## src/rtl/uart_rx_byte.sv

```systemverilog
// uart_rx_byte: cycle-counting 8N1 serial receiver feeding a one-entry valid/ready holding register.
// Define UART_RX_PARITY_EN to receive 8E1 frames and drive parity_err_o.
module uart_rx_byte #(
    parameter int CLK_HZ = 12000000,
    parameter int BAUD   = 115200
) (
    input  logic       clk_i,
    input  logic       rst_i,
    input  logic       rx_i,
    output logic [7:0] data_o,
    output logic       valid_o,
    input  logic       ready_i,
    output logic       frame_err_o,
    output logic       overrun_o,
    output logic       parity_err_o
);
    localparam int CLKS_PER_BIT = CLK_HZ / BAUD;
    localparam int HALF         = CLKS_PER_BIT / 2;
    localparam int CW           = $clog2(CLKS_PER_BIT + 1);
    localparam logic [CW-1:0] BIT_LAST  = CW'(CLKS_PER_BIT - 1);
    localparam logic [CW-1:0] HALF_LAST = CW'(HALF - 1);

    typedef enum logic [2:0] {
        S_IDLE,
        S_START,
        S_DATA,
`ifdef UART_RX_PARITY_EN
        S_PARITY,
`endif
        S_STOP
    } state_t;

    state_t        state_q;
    logic [CW-1:0] cnt_q;
    logic [2:0]    idx_q;
    logic [7:0]    shift_q;
    logic          rx_meta_q;
    logic          rx_sync_q;
    logic          rx_prev_q;
    logic [7:0]    data_q;
    logic          valid_q;
    logic          frame_err_q;
    logic          overrun_q;
`ifdef UART_RX_PARITY_EN
    logic          par_bad_q;
    logic          parity_err_q;
`endif

    logic rxs;
    logic fall;

    assign rxs  = rx_sync_q;
    assign fall = rx_prev_q & ~rx_sync_q;

    always_ff @(posedge clk_i or posedge rst_i) begin
        if (rst_i) begin
            rx_meta_q    <= 1'b1;
            rx_sync_q    <= 1'b1;
            rx_prev_q    <= 1'b1;
            state_q      <= S_IDLE;
            cnt_q        <= '0;
            idx_q        <= '0;
            shift_q      <= '0;
            data_q       <= '0;
            valid_q      <= 1'b0;
            frame_err_q  <= 1'b0;
            overrun_q    <= 1'b0;
`ifdef UART_RX_PARITY_EN
            par_bad_q    <= 1'b0;
            parity_err_q <= 1'b0;
`endif
        end else begin
            rx_meta_q   <= rx_i;
            rx_sync_q   <= rx_meta_q;
            rx_prev_q   <= rx_sync_q;
            frame_err_q <= 1'b0;
            overrun_q   <= 1'b0;
`ifdef UART_RX_PARITY_EN
            parity_err_q <= 1'b0;
`endif
            // A commit later in this block overrides the accept, so a
            // simultaneous accept+commit leaves valid set with the new byte.
            if (valid_q && ready_i) begin
                valid_q <= 1'b0;
            end

            case (state_q)
                S_IDLE: begin
                    if (fall) begin
                        cnt_q   <= '0;
                        state_q <= S_START;
                    end
                end
                S_START: begin
                    if (cnt_q == HALF_LAST) begin
                        cnt_q   <= '0;
                        idx_q   <= '0;
                        state_q <= rxs ? S_IDLE : S_DATA;
                    end else begin
                        cnt_q <= cnt_q + 1'b1;
                    end
                end
                S_DATA: begin
                    if (cnt_q == BIT_LAST) begin
                        cnt_q          <= '0;
                        shift_q[idx_q] <= rxs;
                        idx_q          <= idx_q + 1'b1;
                        if (idx_q == 3'd7) begin
`ifdef UART_RX_PARITY_EN
                            state_q <= S_PARITY;
`else
                            state_q <= S_STOP;
`endif
                        end
                    end else begin
                        cnt_q <= cnt_q + 1'b1;
                    end
                end
`ifdef UART_RX_PARITY_EN
                S_PARITY: begin
                    if (cnt_q == BIT_LAST) begin
                        cnt_q     <= '0;
                        par_bad_q <= ^{shift_q, rxs};
                        state_q   <= S_STOP;
                    end else begin
                        cnt_q <= cnt_q + 1'b1;
                    end
                end
`endif
                S_STOP: begin
                    if (cnt_q == BIT_LAST) begin
                        cnt_q   <= '0;
                        state_q <= S_IDLE;
                        if (!rxs) begin
                            frame_err_q <= 1'b1;
                        end
`ifdef UART_RX_PARITY_EN
                        else if (par_bad_q) begin
                            parity_err_q <= 1'b1;
                        end
`endif
                        else begin
                            data_q  <= shift_q;
                            valid_q <= 1'b1;
                            if (valid_q && !ready_i) begin
                                overrun_q <= 1'b1;
                            end
                        end
                    end else begin
                        cnt_q <= cnt_q + 1'b1;
                    end
                end
                default: state_q <= S_IDLE;
            endcase
        end
    end

    assign data_o      = data_q;
    assign valid_o     = valid_q;
    assign frame_err_o = frame_err_q;
    assign overrun_o   = overrun_q;
`ifdef UART_RX_PARITY_EN
    assign parity_err_o = parity_err_q;
`else
    assign parity_err_o = 1'b0;
`endif

endmodule

```

## config.mk

```make
export PLATFORM = sky130hd
export DESIGN_NAME = uart_rx_byte
export DESIGN_NICKNAME = d
export VERILOG_FILES = /design/src/rtl/uart_rx_byte.sv
export SDC_FILE = /design/constraint.sdc
export NUM_CORES = 1
export LEC_CHECK = 0
export BUFFER_PORTS_ARGS = -buffer_cell sky130_fd_sc_hd__buf_2
export CAP_MARGIN = 20
export CORE_ASPECT_RATIO = 0.75
export CORE_UTILIZATION = 40
export CTS_CLUSTER_SIZE = 40
export DETAILED_ROUTE_END_ITERATION = 12
export GPL_TIMING_DRIVEN = 0
export PLACE_DENSITY_LB_ADDON = 0.05
export SLEW_MARGIN = 20
export SYNTH_ARGS = -nofsm -noshare
export SYNTH_HDL_FRONTEND = slang
export SYNTH_SLANG_ARGS = --single-unit
export TNS_END_PERCENT = 20
```

## constraint.sdc

```tcl
create_clock -name clk_i -period 4.9 [get_ports clk_i]
set_input_delay 1.225 -clock clk_i [delete_from_list [all_inputs] [get_ports clk_i]]
set_output_delay 1.225 -clock clk_i [all_outputs]
set_load 0.03 [all_outputs]
```

# Yosys cells after proc, flatten, opt, wreduce, memory -nomap -nowiden
# Index checks and enable logic that the tools add are counted.
[op_classes]
n_addsub = 2
n_lt_le_gt_ge = 2
n_eq_ne = 11
n_mux = 28
n_bitwise = 2
reduce_logical = 13
[ops]
columns = ["cell", "count"]
rows = [
  ["3-bit 2-to-1 mux", 7],
  ["7-bit 2-to-1 mux", 3],
  ["7-bit one-hot mux with 3 select lines", 1],
  ["1-bit 2-to-1 mux", 12],
  ["3-bit one-hot mux with 4 select lines", 1],
  ["2-bit != test, second input constant", 5],
  ["8-bit bitwise mux", 1],
  ["7-bit by 1-bit adder with 7-bit output, second input constant", 1],
  ["7-bit by 6-bit equality test with 1-bit output, second input constant", 1],
  ["7-bit equality test, second input constant", 1],
  ["3-bit by 2-bit equality test with 1-bit output, second input constant", 2],
  ["3-bit one-hot mux with 2 select lines", 1],
  ["3-bit AND reduction", 2],
  ["5-bit AND reduction", 1],
  ["3-bit by 4-bit less-than comparator with 1-bit output, second input constant", 1],
  ["2-bit AND reduction", 2],
  ["3-bit by 1-bit adder with 3-bit output, second input constant", 1],
  ["1-bit demux with 3-bit select", 1],
  ["3-bit by 1-bit equality test with 1-bit output, second input constant", 1],
  ["3-bit equality test, second input constant", 1],
  ["3-bit by 1-bit >= comparator with 1-bit output, second input constant", 1],
  ["1-bit logical AND", 3],
  ["3-bit zero test", 1],
  ["3-bit nonzero test", 1],
  ["6 further kinds", 6],
]
[word_totals]
regBits = 35
input_bits = 4
out_inout_bits = 12
elab_cells = 69

# Logic depth before layout (Yosys ltp)
# Gate-level depths: netlist of the first run.
[logic_depth]
depth_word = 6
ltp_mapped = 5
ltp_nobuf = 5

# Least setup slack after synthesis of the first run
# Ideal clock, no wire load.
[synth_path]
path_type = "register -> output"
startpoint = "register valid_q (netlist: valid_o)"
endpoint = "output valid_o"
arrival_ns = 0.482
required_ns = 3.675
path_slack_ns = 3.193
stages_incl_launch_ff = 1
path_buffers = 0
path_cell_list = "dfrtp_1"
[synth_lines]
columns = ["element", "line", "rtl"]
rows = [
  ["start: declaration", "41", "logic valid_q;"],
  ["start signal: assignment", "65", "valid_q <= 1'b0;"],
  ["start signal: assignment", "84", "valid_q <= 1'b0;"],
  ["start signal: assignment", "144", "valid_q <= 1'b1;"],
  ["end: declaration", "11", "output logic valid_o,"],
]
# No word-level cell between the ends.

# Worst setup path after layout of the first run
[layout_path]
startpoint = "register data_q[2] (netlist: data_o[2])"
endpoint = "output data_o[2]"
[layout_lines]
columns = ["element", "line", "rtl"]
rows = [
  ["start: declaration", "40", "logic [7:0] data_q;"],
  ["start signal: assignment", "143", "data_q <= shift_q;"],
  ["end: declaration", "10", "output logic [7:0] data_o,"],
]
# No word-level cell between the ends.

==> results of run 1 <==
## routing by layer
metal | vias up | global-route usage, % | share of wire, %
met2 | 21 | 21.0 | 40
li1 | 557 | - | -
met1 | 536 | 23.8 | 55
met3 | 5 | 4.64 | 3.8
met4 | 0 | 4.95 | 0.99
met5 | - | 0 | 0
## cell usage after synthesis, drive strengths merged, types with 3 or more instances
cell	n	area, um2
a21oi	5	28.8
and2	3	20.0
buf	4	25.0
dfrtp	31	776
dfstp	3	78.8
ha	3	37.5
inv	4	15.0
mux2	17	195
nand2	10	37.5
nand3	5	37.5
nand4b	4	35.0
nor2	12	45.0
nor3	4	31.3
o22ai	4	25.0
## metrics by stage
step | area, um2 | setup slack (ns) | cells | util (%)
after floorplan | 1650 | 2.93 | 140 | -
after global placement | 1780 | 2.46 | 206 | 46.9
after detailed placement | 1780 | 3.00 | 206 | 46.9
after CTS | 1890 | 2.83 | 214 | 49.7
after global routing | 1890 | 2.80 | 214 | 49.7
final | 1890 | 2.84 | 214 | 49.7
## sequential cells by signal, indices dropped and copies added (netlist names), 2 cells and up
name	cells
idx_q	3
data_o	8
state_q	2
shift_q	8
cnt_q	7
## final cells by class
class	count	area share, %
clock inverter	1	1.59
sequential	34	45.2
clock buffer	7	4.04
timing repair buffer	14	3.71
buffer	6	1.72
tap	52	3.44
multi-input combinational	96	39.5
inverter	4	0.795
## power by group through the flow
stage	clock [uW]	combinational (uW)	sequential, uW
after floorplan	0	164	347
after global placement	0	197	358
after detailed placement	0	202	359
after CTS	253	203	354
after global routing	267	230	360
final	246	203	354
## path summary, 6_finish.rpt
check | to | slack (ns) | cells after the start
min in group asynchronous | cnt_q[1]$_DFFE_PP0P_ | 1.05 | 2
worst min register to register | rx_sync_q$_DFF_PP1_ | 0.36 | 0
worst max register to register | data_o[0]$_DFFE_PP0P_ | 2.97 | 5
max in group asynchronous | cnt_q[6]$_DFFE_PP0P_ | 3.40 | 2
worst min-delay path | rx_sync_q$_DFF_PP1_ | 0.36 | 0
worst max-delay path | data_o[2] | 2.84 | 1
## cells by family (layout without fill, tap and decap cells)
kind of cell    after synthesis  in the layout  synth area share (%)
compound gates               23             23                  10.6
fa+ha+maj                     3              3                  2.28
buf+inv                      10             32                  2.89
flops                        34             34                  51.9
mux                          18             18                  12.5
other cells                   1              1                 0.228
simple gates                 51             51                  19.7
==> qor.txt, run 1 <==
postcts setup bufs: 0
max incr delay on CP: 0.38 ns
Sw Pwr: 248 uW
unrepaired setup endpoints after global routing: no
clock buffer depth: 2
GRT Resource Usage Total: 15.6%
core area: 0.00380 mm2
final-report max-slew violation count: 0
Die Footprint: 0.00438 mm2
clk sink count: 34
Req. time, crit path: 3.67 ns
Power Density: 425 mW/mm2
Synth async-reset ratio: 100%
Reg power frac: 44.1%
vias: 1119
Hold WS: 0.357 ns
Peak supply drop: 0.000216 V
CP Buf/Inv Count: 1
Fmax: 486 MHz
fill count: 348
DR vias/cell: 5.23
Tcrit/Tclk final: 42.0%
hold path start: rx_meta_q$_DFF_PP1_
FF-to-FF Start: cnt_q[1]$_DFFE_PP0P_
Total Neg Setup Slack: 0 ns
Worst Skew: 0.00613 ns
row cnt: 19
area of the multi-input gates: 746 um2
Max FO, Critical Path: 2
Synth Register Bits: 34
endpoint class of the critical path: output pin
initial core utilization: 43.3%
Pint: 555 uW
Antenna Nets Post-Route: 0
final setup fails: 0
H-tree levels: 2
vias in the first global route: 1086
status: finished clean
Post-CTS Resized: 0
Port Buffers: 14
Post-Syn Instances: 140
Distinct cells, synth: 45
Sw Ratio: 30.9%
drt wl/cell: 14.2 um
Die H: 57.6 um
Synthesized Nets: 147
leading cell types in the layout, fill and taps excluded: dfrtp_1 (31), buf_2 (16), mux2_2 (16)
crit start category: flip-flop
CP startpoint: data_o[2]$_DFFE_PP0P_
Ports: 16
Avg Cell Area, Syn: 11.8 um2
Logic pwr share: 25.3%
crit-path cells: buf_2
Root Driver: clkbuf_8
worst skew pair latency: 0.28 ns
DRT iter0 DRCs: 118
Die W: 76.1 um
Register Area: 855 um2
antenna diode count: 0
dominant synthesized flop cell: dfrtp_1
Netlist Area Pre-Place: 0.00165 mm2
CTS tree: yes
GP Congestion: 0.833
Remaining DRCs: 0
delay-heaviest family, CP: flip-flops
TritonCTS Buffers: 5
P_leak: 0.000901 uW
drt pass-1 iters: 4
DP HPWL: 2.18 mm
hold buffer count at cts: 0
Worst slew margin: 54.1%
final hold viol count: 0
first-pass GRT wire length: 5.23 mm
grt ovf: 0
sequential-to-total area share from yosys stat: 51.9%
number of max-cap violations: 0
WL final: 3.03 mm
most common cell after layout, fill and taps aside: dfrtp_1
initial antenna violation count: 0
share of cells above drive strength 1: 33.3%
largest net degree at the start of global routing: 35
# nets final: 168
clk slew on worst S/H paths: 0.07 ns
Slowest cell on crit path: dfrtp_1
Clk network pwr share: 30.7%
CP Class: flip-flop to output pin
Ys Warns: 0
Area Growth Syn to Fin: 14.7%
Min Clock Period, post-route: 2.06 ns
number of synthesized flops with an enable pin: 0
hold crit path type: flip-flop to flip-flop
Worst Path Arrival: 0.83 ns
Slew @ Worst Pin: 0.688 ns
Tot Pwr: 803 uW
(Power assumes the default switching activity.)
==> run 2: changes to the inputs <==
Clock period 4.9 ns to 2 ns, I/O delays scaled along.
==> qor.txt, run 2 (synthesis results as in run 1) <==
DP HPWL: 2.18 mm
largest net degree at the start of global routing: 35
grt ovf: 0
Slew @ Worst Pin: 0.693 ns
Power Density: 1030 mW/mm2
CP Class: flip-flop to flip-flop
GRT Resource Usage Total: 15.6%
row cnt: 19
TritonCTS Buffers: 5
WL final: 3.14 mm
initial antenna violation count: 0
final setup fails: 0
clock buffer depth: 2
non-filler cells, final: 217
unrepaired setup endpoints after global routing: no
most common cell after layout, fill and taps aside: dfrtp_1
Port Buffers: 14
crit start category: flip-flop
GRT busiest layer: met1
final-report max-slew violation count: 0
Ports: 16
P_leak: 0.000921 uW
Slowest cell on crit path: a211oi_2
Die H: 57.6 um
clk sink count: 34
Placed Instances: 206
delay-heaviest family, CP: compound AO/OA/AOI/OAI gates
Root Driver: clkbuf_8
number of max-cap violations: 0
Tcrit/Tclk final: 89.9%
Worst Skew: 0.00578 ns
M3 GR Usage: 4.64%
vias in the first global route: 1086
share of cells above drive strength 1: 34.5%
grt met2 use: 21.0%
DRT iter0 DRCs: 118
Remaining DRCs: 0
leading cell types in the layout, fill and taps excluded: dfrtp_1 (31), buf_2 (16), mux2_2 (16)
CP Buf/Inv Count: 1
Area Growth Syn to Fin: 16.8%
hold crit path type: primary input to asynchronous set/reset pin
# nets final: 171
drt pass-1 iters: 4
hold buffer count at cts: 0
Peak supply drop: 0.000530 V
Worst slew margin: 53.7%
met1 usage: 23.8%
Worst Path Arrival: 1.96 ns
vias: 1130
Total Neg Setup Slack: 0 ns
Antenna Nets Post-Route: 0
status: finished clean
antenna diode count: 0
initial core utilization: 43.3%
CTS tree: yes
DR vias/cell: 5.21
Post-CTS Resized: 0
Die Footprint: 0.00438 mm2
max incr delay on CP: 0.54 ns
clk slew on worst S/H paths: 0.07 ns
endpoint class of the critical path: flip-flop
Min Clock Period, post-route: 1.80 ns
drt wl/cell: 14.5 um
H-tree levels: 2
core area: 0.00380 mm2
post-route core utilization: 50.6%
crit-path cells: buf_2 -> a211oi_2 -> o21bai_1 -> a221o_1
fill count: 345
worst skew pair latency: 0.28 ns
GP Congestion: 0.833
Hold WS: 0.316 ns
first-pass GRT wire length: 5.23 mm
Die W: 76.1 um
Req. time, crit path: 2.16 ns
final hold viol count: 0
Fmax: 556 MHz
Max FO, Critical Path: 10
run 2: changes by cell type in the layout (fill, tap and decap cells not counted), sizes merged:
cell	previous run	this run
buf	18	21
run 2: where the power goes:
part | internal (uW) | total, uW | switching, uW
logic | 218 | 498 | 280
clock network | 373 | 605 | 232
registers | 769 | 871 | 102
total | 1360 | 1970 | 614
run 2: cell type report:
| cell class | count | area [um2] | area share, % |
|---|---|---|---|
| Timing Repair Buffer | 17 | 105 | 5.46 |
| Tap cell | 52 | 65.1 | 3.38 |
| Sequential cell | 34 | 855 | 44.4 |
| Clock inverter | 1 | 30.0 | 1.56 |
| Inverter | 4 | 15.0 | 0.780 |
| Multi-Input combinational cell | 96 | 746 | 38.8 |
| Buffer | 6 | 32.5 | 1.69 |
| Clock buffer | 7 | 76.3 | 3.97 |
run 2: per-stage QoR:
| step | cell area (um2) | power [uW] | worst slack, ns |
|---|---|---|---|
| detailed placement | 1780 | 1370 | 0.0990 |
| floorplan | 1650 | 1250 | 0.383 |
| finish | 1920 | 1970 | 0.203 |
| CTS | 1890 | 1980 | 0.0746 |
| global placement | 1780 | 1360 | 0.131 |
| global route | 1920 | 2100 | 0.0906 |
run 2: worst reg2reg max path, cell delays in order, from the launching register on:
cell      delay, ns
dfrtp_1        0.43
buf_2          0.22
a211oi_2       0.54
o21bai_1       0.13
a221o_1        0.36
run 2: metal layers:
| layer | part of all wire (%) | routed length, um | vias to the layer above |
|---|---|---|---|
| li1 | - | - | 557 |
| met1 | 54 | 1690 | 545 |
| met2 | 41 | 1290 | 25 |
| met3 | 4.1 | 129 | 3 |
| met4 | 0.67 | 21 | 0 |
| met5 | 0 | 0 | - |
run 2: final timing paths:
check                                  startpoint                endpoint  slack [ns]  cells past startpoint
max                        state_q[0]$_DFFE_PP0P_  state_q[0]$_DFFE_PP0P_        0.20                      4
min                                         rst_i    cnt_q[1]$_DFFE_PP0P_        0.32                      2
max reg2reg                state_q[0]$_DFFE_PP0P_  state_q[0]$_DFFE_PP0P_        0.20                      4
min reg2reg                   rx_meta_q$_DFF_PP1_     rx_sync_q$_DFF_PP1_        0.36                      0
max in group asynchronous                   rst_i    idx_q[2]$_DFFE_PP0P_        1.22                      2
min in group clk_i                           rx_i     rx_meta_q$_DFF_PP1_        0.32                      1
run 2: repair_timing:
item,4_1_cts,5_1_grt
setup buffers,0,3
setup endpoints to repair,0,8
hold endpoints to repair,0,0
==> run 3: changes to the inputs <==
Settings changed: BUFFER_PORTS_ARGS -buffer_cell sky130_fd_sc_hd__buf_2 to -buffer_cell sky130_fd_sc_hd__buf_4, PLACE_DENSITY from default to 0.67, PLACE_DENSITY_LB_ADDON 0.05 to default.
==> qor.txt, run 3 (synthesis results as in run 1) <==
status: finished clean
initial antenna violation count: 0
Area Growth Syn to Fin: 16.1%
Die Footprint: 0.00438 mm2
share of cells above drive strength 1: 34.6%
drt pass-1 iters: 5
most common cell after layout, fill and taps aside: dfrtp_1
drt wl/cell: 13.3 um
Fmax: 547 MHz
Req. time, crit path: 2.18 ns
Antenna Nets Post-Route: 0
Min Clock Period, post-route: 1.83 ns
H-tree levels: 2
flop-to-flop setup slack: 0.17 ns
endpoint class of the critical path: flip-flop
antenna diode count: 0
hold crit path type: primary input to flip-flop
CP Class: flip-flop to flip-flop
Remaining DRCs: 0
P_leak: 0.000897 uW
Slew @ Worst Pin: 0.681 ns
CTS tree: yes
Ports: 16
final hold viol count: 0
hold buffer count at cts: 0
unrepaired setup endpoints after global routing: no
final setup fails: 0
DR vias/cell: 5.29
GRT busiest layer: met2
M3 GR Usage: 5.76%
postcts setup bufs: 0
DP Area: 0.00182 mm2
initial core utilization: 43.3%
Tcrit/Tclk final: 91.4%
Worst slew margin: 54.6%
post-route core utilization: 50.3%
final-report max-slew violation count: 0
Die H: 57.6 um
Worst Skew: 0.00452 ns
row cnt: 19
vias: 1131
Design Area, Final: 0.00191 mm2
# nets final: 168
Post-CTS Resized: 0
first-pass GRT wire length: 4.99 mm
worst skew pair latency: 0.29 ns
hold path start: rx_i
vias in the first global route: 1059
Power Density: 984 mW/mm2
Root Driver: clkbuf_8
clock buffer depth: 2
TritonCTS Buffers: 5
DRT iter0 DRCs: 49
Worst Path Arrival: 2.01 ns
DP HPWL: 1.95 mm
grt met2 use: 22.3%
WL final: 2.84 mm
GP Congestion: 0.822
grt ovf: 0
CP startpoint: cnt_q[0]$_DFFE_PP0P_
Total Neg Setup Slack: 0 ns
Tot Pwr: 1880 uW
Port Buffers: 14
Peak supply drop: 0.000427 V
FF-to-FF Start: cnt_q[0]$_DFFE_PP0P_
largest net degree at the start of global routing: 35
clk slew on worst S/H paths: 0.07 ns
clk sink count: 34
GRT Resource Usage Total: 15.2%
number of max-cap violations: 0
met1 usage: 20.1%
Die W: 76.1 um
Max FO, Critical Path: 10
crit start category: flip-flop
core area: 0.00380 mm2
leading cell types in the layout, fill and taps excluded: dfrtp_1 (31), buf_4 (16), mux2_2 (16)
==> run 3: changes by cell type in the layout (fill, tap and decap cells not counted), sizes merged <==
cell,change
buf,-3
bufinv,-1
clkinv,+1
clkbuf,-1
clkinvlp,+1
==> run 3: report_power, final <==
part,internal [uW],switching [uW]
registers,769,101
clock network,276,253
logic,219,265
total,1260,619
==> run 3: cell type report <==
class | instances | area [um2]
Buffer | 6 | 32.5
Clock buffer | 6 | 82.6
Clock inverter | 2 | 12.5
Fill cell | 339 | 1890
Inverter | 4 | 15.0
Multi-Input combinational cell | 96 | 746
Sequential cell | 34 | 855
Tap cell | 52 | 65.1
Timing Repair Buffer | 14 | 105
==> run 3: through the flow <==
stage / instances / hold slack (ns) / worst slack, ns
6_report: 214 / 0.314 / 0.172
3_3_place_gp: 206 / 0.346 / 0.183
2_1_floorplan: 140 / 0.345 / 0.383
4_1_cts: 214 / 0.309 / 0.130
5_1_grt: 214 / 0.302 / 0.0119
3_5_place_dp: 206 / 0.351 / 0.140
==> run 3: final timing paths <==
kind,end,cells after the start
worst max register to register,data_o[0]$_DFFE_PP0P_,5
min in group asynchronous,cnt_q[3]$_DFFE_PP0P_,2
worst min register to register,rx_sync_q$_DFF_PP1_,0
worst max-delay path,data_o[0]$_DFFE_PP0P_,5
max in group asynchronous,shift_q[1]$_DFFE_PP0P_,2
worst min-delay path,rx_meta_q$_DFF_PP1_,1
==> run 3: metal layers <==
layer | wire length [um] | part of all wire (%) | vias to the layer above
met1 | 1400 | 49 | 550
met5 | 0 | 0 | -
met2 | 1270 | 45 | 25
li1 | - | - | 550
met3 | 117 | 4.1 | 6
met4 | 54 | 1.9 | 0
==> run 3: critical path: stages, from the launching register on <==
cell and delay [ns]:
dfrtp_1 0.39, ha_1 0.22, nand2_1 0.16, nor3_4 0.38, nand3_4 0.23, mux2_4 0.34
